## config.mk

```make
export PLATFORM = sky130hd
export DESIGN_NAME = seven_seg_mux_driver
export DESIGN_NICKNAME = d
export VERILOG_FILES = /design/src/rtl/seven_seg_pkg.sv /design/src/rtl/seven_seg_encoder.sv /design/src/rtl/seven_seg_mux_driver.sv
export SDC_FILE = /design/constraint.sdc
export NUM_CORES = 1
export LEC_CHECK = 0
export BUFFER_PORTS_ARGS = -buffer_cell sky130_fd_sc_hd__buf_2
export CORE_MARGIN = 2
export CORE_UTILIZATION = 60
export CTS_BUF_LIST = sky130_fd_sc_hd__clkbuf_8
export DETAILED_ROUTE_END_ITERATION = 10
export PLACE_DENSITY = 0.87
export SYNTH_ARGS = -nofsm -noshare
export SYNTH_HDL_FRONTEND = slang
export SYNTH_HIERARCHICAL = 1
export SYNTH_SLANG_ARGS = --single-unit
```

## constraint.sdc

```tcl
create_clock -name clk -period 3.2 [get_ports clk]
set_clock_uncertainty 0.15 [all_clocks]
set_input_delay 0.96 -clock clk [delete_from_list [all_inputs] [get_ports clk]]
set_output_delay 0.96 -clock clk [all_outputs]
set_load 0.05 [all_outputs]
```

## src/rtl/seven_seg_pkg.sv

```systemverilog
// rtl/seven_seg_pkg.sv - segment encodings and hex-to-segment helper
package seven_seg_pkg;

  localparam logic [7:0] SEG_BLANK = 8'hFF;

  // {g,f,e,d,c,b,a}, active-low
  localparam logic [6:0] SEG_LUT [16] = '{
    7'b1000000, 7'b1111001, 7'b0100100, 7'b0110000,
    7'b0011001, 7'b0010010, 7'b0000010, 7'b1111000,
    7'b0000000, 7'b0011000, 7'b0001000, 7'b0000011,
    7'b1000110, 7'b0100001, 7'b0000110, 7'b0001110
  };

  function automatic logic [7:0] hex_to_seg(input logic [3:0] nibble, input logic dp);
    return {~dp, SEG_LUT[nibble]};
  endfunction

endpackage

```

## src/rtl/seven_seg_encoder.sv

```systemverilog
// rtl/seven_seg_encoder.sv - combinational nibble + dp to active-low segment byte
module seven_seg_encoder (
  input  logic [3:0] nibble,
  input  logic       dp,
  output logic [7:0] sseg
);
  import seven_seg_pkg::*;

  assign sseg = hex_to_seg(nibble, dp);

endmodule

```

## src/rtl/seven_seg_mux_driver.sv

```systemverilog
// rtl/seven_seg_mux_driver.sv - time-multiplexed N-digit seven-segment driver
module seven_seg_mux_driver #(
  parameter int NUM_DIGITS   = 4,
  parameter int REFRESH_DIV  = 100000,
  parameter int BLANK_CYCLES = 2000
) (
  input  logic                    clk,
  input  logic                    rst_n,
  input  logic [4*NUM_DIGITS-1:0] value,
  input  logic [NUM_DIGITS-1:0]   dp,
  input  logic [NUM_DIGITS-1:0]   digit_en,
  input  logic                    lz_blank,
  input  logic                    load,
  output logic [7:0]              sseg,
  output logic [NUM_DIGITS-1:0]   an,
  output logic                    frame_done
);
  import seven_seg_pkg::*;

  localparam int PRESC_W = (REFRESH_DIV > 1) ? $clog2(REFRESH_DIV) : 1;
  localparam int IDX_W   = (NUM_DIGITS > 1) ? $clog2(NUM_DIGITS) : 1;
  localparam logic [PRESC_W-1:0] PRESC_MAX = PRESC_W'(REFRESH_DIV - 1);
  localparam logic [IDX_W-1:0]   IDX_MAX   = IDX_W'(NUM_DIGITS - 1);

  logic [PRESC_W-1:0]      presc;
  logic [IDX_W-1:0]        idx;
  logic [4*NUM_DIGITS-1:0] pend_value, act_value;
  logic [NUM_DIGITS-1:0]   pend_dp, act_dp;
  logic [NUM_DIGITS-1:0]   suppress;
  logic                    tick, wrap_tick, in_blank, dark;
  logic [3:0]              cur_nibble;
  logic                    cur_dp;
  logic [7:0]              cur_seg;

  assign tick      = (presc == PRESC_MAX);
  assign wrap_tick = tick && (idx == IDX_MAX);

  generate
    if (BLANK_CYCLES > 0) begin : g_blank
      assign in_blank = (presc < PRESC_W'(BLANK_CYCLES));
    end else begin : g_no_blank
      assign in_blank = 1'b0;
    end
  endgenerate

  // A digit is suppressed when it and every digit above it are zero; digit 0 always shows.
  always_comb begin
    suppress = '0;
    for (int i = 1; i < NUM_DIGITS; i++) begin
      suppress[i] = lz_blank;
      for (int j = i; j < NUM_DIGITS; j++) begin
        if (act_value[4*j +: 4] != 4'h0) suppress[i] = 1'b0;
      end
    end
  end

  assign cur_nibble = act_value[4*idx +: 4];
  assign cur_dp     = act_dp[idx];
  assign dark       = !digit_en[idx] || suppress[idx] || in_blank;

  seven_seg_encoder u_encoder (
    .nibble (cur_nibble),
    .dp     (cur_dp),
    .sseg   (cur_seg)
  );

  always_ff @(posedge clk or negedge rst_n) begin
    if (!rst_n) begin
      presc      <= '0;
      idx        <= '0;
      pend_value <= '0;
      pend_dp    <= '0;
      act_value  <= '0;
      act_dp     <= '0;
      an         <= '1;
      sseg       <= SEG_BLANK;
      frame_done <= 1'b0;
    end else begin
      presc <= tick ? '0 : presc + 1'b1;
      if (tick) idx <= (idx == IDX_MAX) ? '0 : idx + 1'b1;

      if (load) begin
        pend_value <= value;
        pend_dp    <= dp;
      end
      // Swap only at the frame boundary so a frame never mixes old and new digits.
      if (wrap_tick) begin
        act_value <= load ? value : pend_value;
        act_dp    <= load ? dp : pend_dp;
      end

      frame_done <= wrap_tick;
      an         <= dark ? '1 : ~(NUM_DIGITS'(1) << idx);
      sseg       <= dark ? SEG_BLANK : cur_seg;
    end
  end

endmodule

```

Word-level counts from Yosys, hierarchy flattened
Memory sizes are Yosys's and may differ from the RTL's.
Index checks and enable logic that the tools add are counted.
- register bits after elaboration: 72
- bits in read-only memories: 112
- input port bits: 28
- output and inout bits: 13
- logic and storage cells: 49
- memories kept: 1
- memories (memory ; depth ; bits a word ; rd ports ; clocked after memory_dff ; write ports ; RTL line ; text):
    (name not given) ; 16 ; 7 ; 1 ; 0 ; 0 ; seven_seg_pkg.sv:15 ; return {~dp, SEG_LUT[nibble]};
- add/subtract/negate cells: 2
- $lt $le $gt $ge: 3
- equality and inequality tests: 2
- shift operators: 2
- muxes and demuxes: 20
- bitwise gates (word level): 3
- reduce and logical (&&, ||, !) cells: 7
- operator list (cell ; number):
    17-bit by 1-bit adder with 17-bit output, second input constant ; 1
    17-bit equality test, second input constant ; 1
    17-bit by 11-bit less-than comparator with 1-bit output, second input constant ; 1
    17-bit two-way mux ; 1
    16-bit two-way mux ; 1
    16-bit by 5-bit indexed part select with 4-bit output ; 1
    7-bit two-way mux ; 2
    4-bit nonzero test ; 3
    1-bit two-way mux ; 9
    4-bit two-way mux ; 2
    8-bit two-way mux ; 1
    1-bit binary-select mux with 2-bit select ; 3
    5-bit >= comparator, second input constant ; 1
    4-bit NOT with 5-bit output ; 1
    4-bit NOT ; 1
    1-bit by 2-bit << shifter with 4-bit output, first input constant ; 1
    2-bit by 3-bit less-than comparator with 1-bit output, second input constant ; 1
    2-bit by 1-bit adder with 2-bit output, second input constant ; 1
    2-bit equality test, second input constant ; 1
    1-bit logical OR ; 2
    2-bit two-way mux ; 1
    1-bit logical AND ; 1
    1-bit zero test ; 1
    1-bit NOT ; 1

Depth between registers and ports, before layout
- depth after elaboration: 9
- depth in mapped cells: 8
- gate-level depth less buffers: 7

Cells and area by module
Netlist, hierarchy kept.
- modules (own cells, without submodules) (module ; instances ; cells an instance ; area each (sq um) ; sequential area each (sq um)):
    seven_seg_mux_driver ; 1 ; 228 ; 3259.4 ; 1816.7
    seven_seg_encoder ; 1 ; 36 ; 271.5 ; 0.0

Least setup slack after synthesis
OpenSTA, ideal clock, no wires.
- path kind: reg2reg
- start point: register idx[1]
- end point: register sseg[3]
- setup time: 0.093 ns
- arrival: 2.108 ns
- data required time: 2.957 ns
- setup slack: 0.849 ns
- cell stages (with the launch flop): 8
- path buffers: 1
- clock period less this slack: 2.351 ns
- cells stage by stage: dfrtp_1 > clkbuf_1 > mux4_2 > inv_1 > ha_1 > nor3_1 > a211oi_2 > nand3b_1
- longest elaborated chain between the ends: 6
- elaborated cells on any way between the ends: 13
- those cells by class: shift: 1; mux: 7; bitwise: 1; reduce/logical: 3; memory: 1
- RTL lines (item ; RTL line ; text):
    start, declared ; seven_seg_mux_driver.sv:26 ; logic [IDX_W-1:0] idx;
    start signal, assigned ; seven_seg_mux_driver.sv:80 ; if (tick) idx <= (idx == IDX_MAX) ? '0 : idx + 1'b1;
    16-bit by 5-bit indexed part select with 4-bit output ; seven_seg_mux_driver.sv:57 ; assign cur_nibble = act_value[4*idx +: 4];
    named net cur_nibble[1] ; seven_seg_mux_driver.sv:31 ; logic [3:0] cur_nibble;
    4-bit NOT with 5-bit output (not written as such) ; seven_seg_pkg.sv:15 ;
    memory 16 x 7 bit ; n/a ;
    7-bit two-way mux (not written as such) (2 in series) ; seven_seg_pkg.sv:15 ;
    named net cur_seg[3] ; seven_seg_mux_driver.sv:33 ; logic [7:0] cur_seg;
    8-bit two-way mux ; seven_seg_mux_driver.sv:94 ; sseg <= dark ? SEG_BLANK : cur_seg;
    end signal, assigned ; seven_seg_mux_driver.sv:94 ;
    end, declared ; seven_seg_mux_driver.sv:14 ; output logic [7:0] sseg,
The timed path passes the listed nets, and every way through them passes these cells. The select of a mux whose other input is x is not followed.
A chain may end at the register's enable or synchronous reset.

Final worst setup path
- start point: register idx[0]
- end point: register sseg[3]
The elaborated chain is that of the path after synthesis.

==> impl_metrics.py <==
metrics = {
    "synth": {
        "synth_seq_area_share": 0.515,
        "post_synth_inst_count": 264,
        "ys_warn_count": 6,
        "synth.top_cell.area_share": 0.425,
        "netlist_area_um2": 3530,
        "post-synth-top-count-cell": "sky130_fd_sc_hd__dfrtp_1",
        "synth_seq_cells": 72,
        "synthDominantAreaCellType": "sky130_fd_sc_hd__dfrtp_1",
        "postSynth.topFlopCell": "sky130_fd_sc_hd__dfrtp_1",
        "post_synth_main_area_contributors": "sky130_fd_sc_hd__dfrtp_1, sky130_fd_sc_hd__dfstp_2, sky130_fd_sc_hd__mux2_4",
        "synth_edf_count": 0,
        "netlist_top_cells_count": "sky130_fd_sc_hd__dfrtp_1, sky130_fd_sc_hd__mux2_2, sky130_fd_sc_hd__mux2_4, sky130_fd_sc_hd__nor2_1, sky130_fd_sc_hd__nand3_1",
        "async_reset_ff_frac": 1.00,
        "syn-mean-instance-area_um2": 13.4,
        "syn-num-nets": 303,
        "synth.lib_cells_used.distinct": 46,
    },
    "timing": {
        "final-setup-viol-count": 0,
        "grt_setup_unrepaired": "no",
        "final-max-slew-violation-count": 0,
        "finalHoldViolCount": 0,
        "max_freq_ghz": 0.402,
        "worst-slew-pin-transition_ns": 0.699,
        "layout_worst_path_cycle_share": 0.778,
        "max_slew_margin": 0.534,
        "post-route-min-period_ns": 2.49,
        "setup_ws_ns": 0.711,
        "hold_ws_ns": 0.342,
        "fin_tns_setup_ns": 0,
    },
    "global_routing": {
        "largest_net_degree_at_the_start_of_global_routing": 43,
        "antenna_found_initial": 0,
        "groute.usage.overall": 0.219,
        "number_of_global_route_vias_before_repair": 2202,
        "grt_first_pass_wirelength_um": 10600,
        "globalRouteOverflowTotal": 0,
    },
    "clock_network": {
        "postCtsSetupBuffers": 0,
        "cts_max_path_buffers": 2,
        "clkSlewWorstSetupHoldPaths_ns": 0.08,
        "clk_latency_ns": 0.34,
        "cts-root-buf": "sky130_fd_sc_hd__clkbuf_8",
        "clock_sinks": 72,
        "htreeDepth": 3,
        "tritoncts": "done",
        "tritoncts.num_buffers": 9,
        "ctsResizeCount": 0,
        "post_cts_hold_buffer_count": 0,
    },
    "routing": {
        "ant_nets": 0,
        "drt-met1-wl_um": 2930,
        "drt_drc_violations_left": 0,
        "postRouteWirelength_um": 6350,
        "routed-wl-met2_um": 2870,
        "route.detailed.wl_per_inst_um": 16.7,
        "top_signal_layer_used": "met4",
        "via_total_after_detailed_routing": 2196,
        "drt_pre_antenna_iters": 4,
        "via_per_inst": 5.76,
        "drc_violation_total_after_the_first_tritonroute_iteration": 131,
        "dr_wl_met3_um": 347,
    },
    "run": {
        "maxCapViolations": 0,
    },
    "place": {
        "preCtsSetupSlack_ns": 0.733,
        "place.detailed.hpwl_um": 4400,
        "place.port_buffers": 40,
        "place.gp.congestion": 0.886,
    },
    "die": {
        "floorplan.die.width_um": 80.7,
        "floorplan.initialDensity": 0.630,
        "fp.dieH_um": 80.7,
        "design.portCount": 41,
        "coreArea_um2": 5610,
        "core.rowCount": 27,
        "die_area_um2": 6510,
    },
    "power_and_ir_drop": {
        "p_leak_nw": 1.79,
        "powerDensity_nw_per_um2": 459,
        "vdd_drop_max_v": 0.000353,
    },
    "hold_path": {
        "hold_path_class": "flip-flop to flip-flop",
    },
    "setup_path": {
        "worstSetupStartpointType": "flip-flop",
        "timing.critical_path.arrival_ns": 2.59,
        "path_max_fanout": 12,
        "crit_type": "flip-flop to flip-flop",
        "cp_data_required_time_ns": 3.30,
        "timing.critical_path.to_type": "flip-flop",
    },
    "finish": {
        "area_delta_synth_final_pct": 10.6,
        "layout-drive-gt1-share": 0.398,
        "antennaDiodeCount": 0,
        "fin_nets": 343,
    },
    "run_status": {
        "status": "finished, final reports clean",
    },
}
kinds of logic (layout without fill, tap and decap cells):
family	after synthesis	count (layout)	share of synthesized area
adders and majority gates	11	11	0.0390
xor gates and xnor gates	15	15	0.0372
muxes	50	50	0.198
AOI/OAI and AO/OA	16	16	0.0305
buffers and inverters	20	65	0.0436
and+or+nand+nor	80	80	0.137
DFF	72	72	0.515
cell type report:
cell class,count,area (um^2)
fillers,396,1700
inverters,8,30.0
repair buffers,41,220
clock inverters,7,63.8
well taps,72,90.1
multi-input cells,172,1560
flip-flops and latches,72,1820
clock buffers,9,124
state kept, by name, indices dropped and copies added (netlist names):
register / flops
act_dp: 4
act_value: 16
an: 4
frame_done: 1
idx: 2
pend_dp: 4
pend_value: 16
presc: 17
sseg: 8
final timing paths:
path	start	to	slack (ns)	depth (start not counted)
setup / recovery	idx[0]$_DFFE_PN0N_	sseg[3]$_DFF_PN1_	0.71	6
hold / removal	presc[0]$_DFF_PN0_	presc[0]$_DFF_PN0_	0.34	1
setup reg to reg	idx[0]$_DFFE_PN0N_	sseg[3]$_DFF_PN1_	0.71	6
hold reg to reg	presc[0]$_DFF_PN0_	presc[0]$_DFF_PN0_	0.34	1
max in group asynchronous	rst_n	sseg[3]$_DFF_PN1_	1.69	2
min in group asynchronous	rst_n	idx[0]$_DFFE_PN0N_	0.51	1
worst max-delay path, cell delays in order (launching register included):
cell and delay (ns):
sky130_fd_sc_hd__dfrtp_1 0.62, sky130_fd_sc_hd__mux4_2 0.64, sky130_fd_sc_hd__inv_1 0.15, sky130_fd_sc_hd__ha_1 0.30
sky130_fd_sc_hd__nor3_1 0.28, sky130_fd_sc_hd__a211oi_2 0.08, sky130_fd_sc_hd__nand3b_1 0.17
metal layers:
| metal | up-vias | track usage |
|---|---|---|
| li1 | 1015 | - |
| met1 | 1075 | 0.308 |
| met2 | 85 | 0.328 |
| met3 | 21 | 0.0404 |
| met4 | 0 | 0.112 |
| met5 | - | 0 |
through the flow:
step	total power, W	area (um^2)	util	instances
2_1_floorplan	0.00107	3530	-	264
3_3_place_gp	0.00112	3720	0.663	365
3_5_place_dp	0.00112	3720	0.663	365
4_1_cts	0.00181	3910	0.696	381
5_1_grt	0.00186	3910	0.696	381
6_report	0.00179	3910	0.696	381
report_power, final:
part | total [W] | internal, W | switching (W)
clock | 0.000686 | 0.000353 | 0.000333
combinational | 0.000143 | 0.0000761 | 0.0000665
sequential | 0.000966 | 0.000948 | 0.0000176
cell usage in the layout (no fill, tap or decap), types with 2 or more instances in the layout:
cell type | Yosys | routed
sky130_fd_sc_hd__dfrtp_1 | 60 | 60
sky130_fd_sc_hd__buf_2 | 2 | 40
sky130_fd_sc_hd__nor2_1 | 20 | 20
sky130_fd_sc_hd__mux2_2 | 20 | 20
sky130_fd_sc_hd__mux2_4 | 20 | 20
sky130_fd_sc_hd__nand3_1 | 13 | 13
sky130_fd_sc_hd__dfstp_2 | 12 | 12
sky130_fd_sc_hd__ha_1 | 11 | 11
sky130_fd_sc_hd__clkbuf_8 | 1 | 9
sky130_fd_sc_hd__inv_1 | 7 | 8
sky130_fd_sc_hd__nand3b_1 | 8 | 8
sky130_fd_sc_hd__xor2_1 | 8 | 8
sky130_fd_sc_hd__nor4_1 | 7 | 7
sky130_fd_sc_hd__nand2_1 | 7 | 7
sky130_fd_sc_hd__nand4_1 | 7 | 7
sky130_fd_sc_hd__xnor2_1 | 7 | 7
sky130_fd_sc_hd__mux4_2 | 6 | 6
sky130_fd_sc_hd__o21ai_0 | 5 | 5
sky130_fd_sc_hd__mux2i_1 | 4 | 4
sky130_fd_sc_hd__and2_1 | 3 | 3
sky130_fd_sc_hd__clkinv_2 | 0 | 3
sky130_fd_sc_hd__a21oi_1 | 3 | 3
sky130_fd_sc_hd__and3_1 | 2 | 2
sky130_fd_sc_hd__nor3_1 | 2 | 2
sky130_fd_sc_hd__clkinvlp_4 | 0 | 2
sky130_fd_sc_hd__nor2b_1 | 2 | 2
No activity file was read; power rests on OpenSTA's default activity.
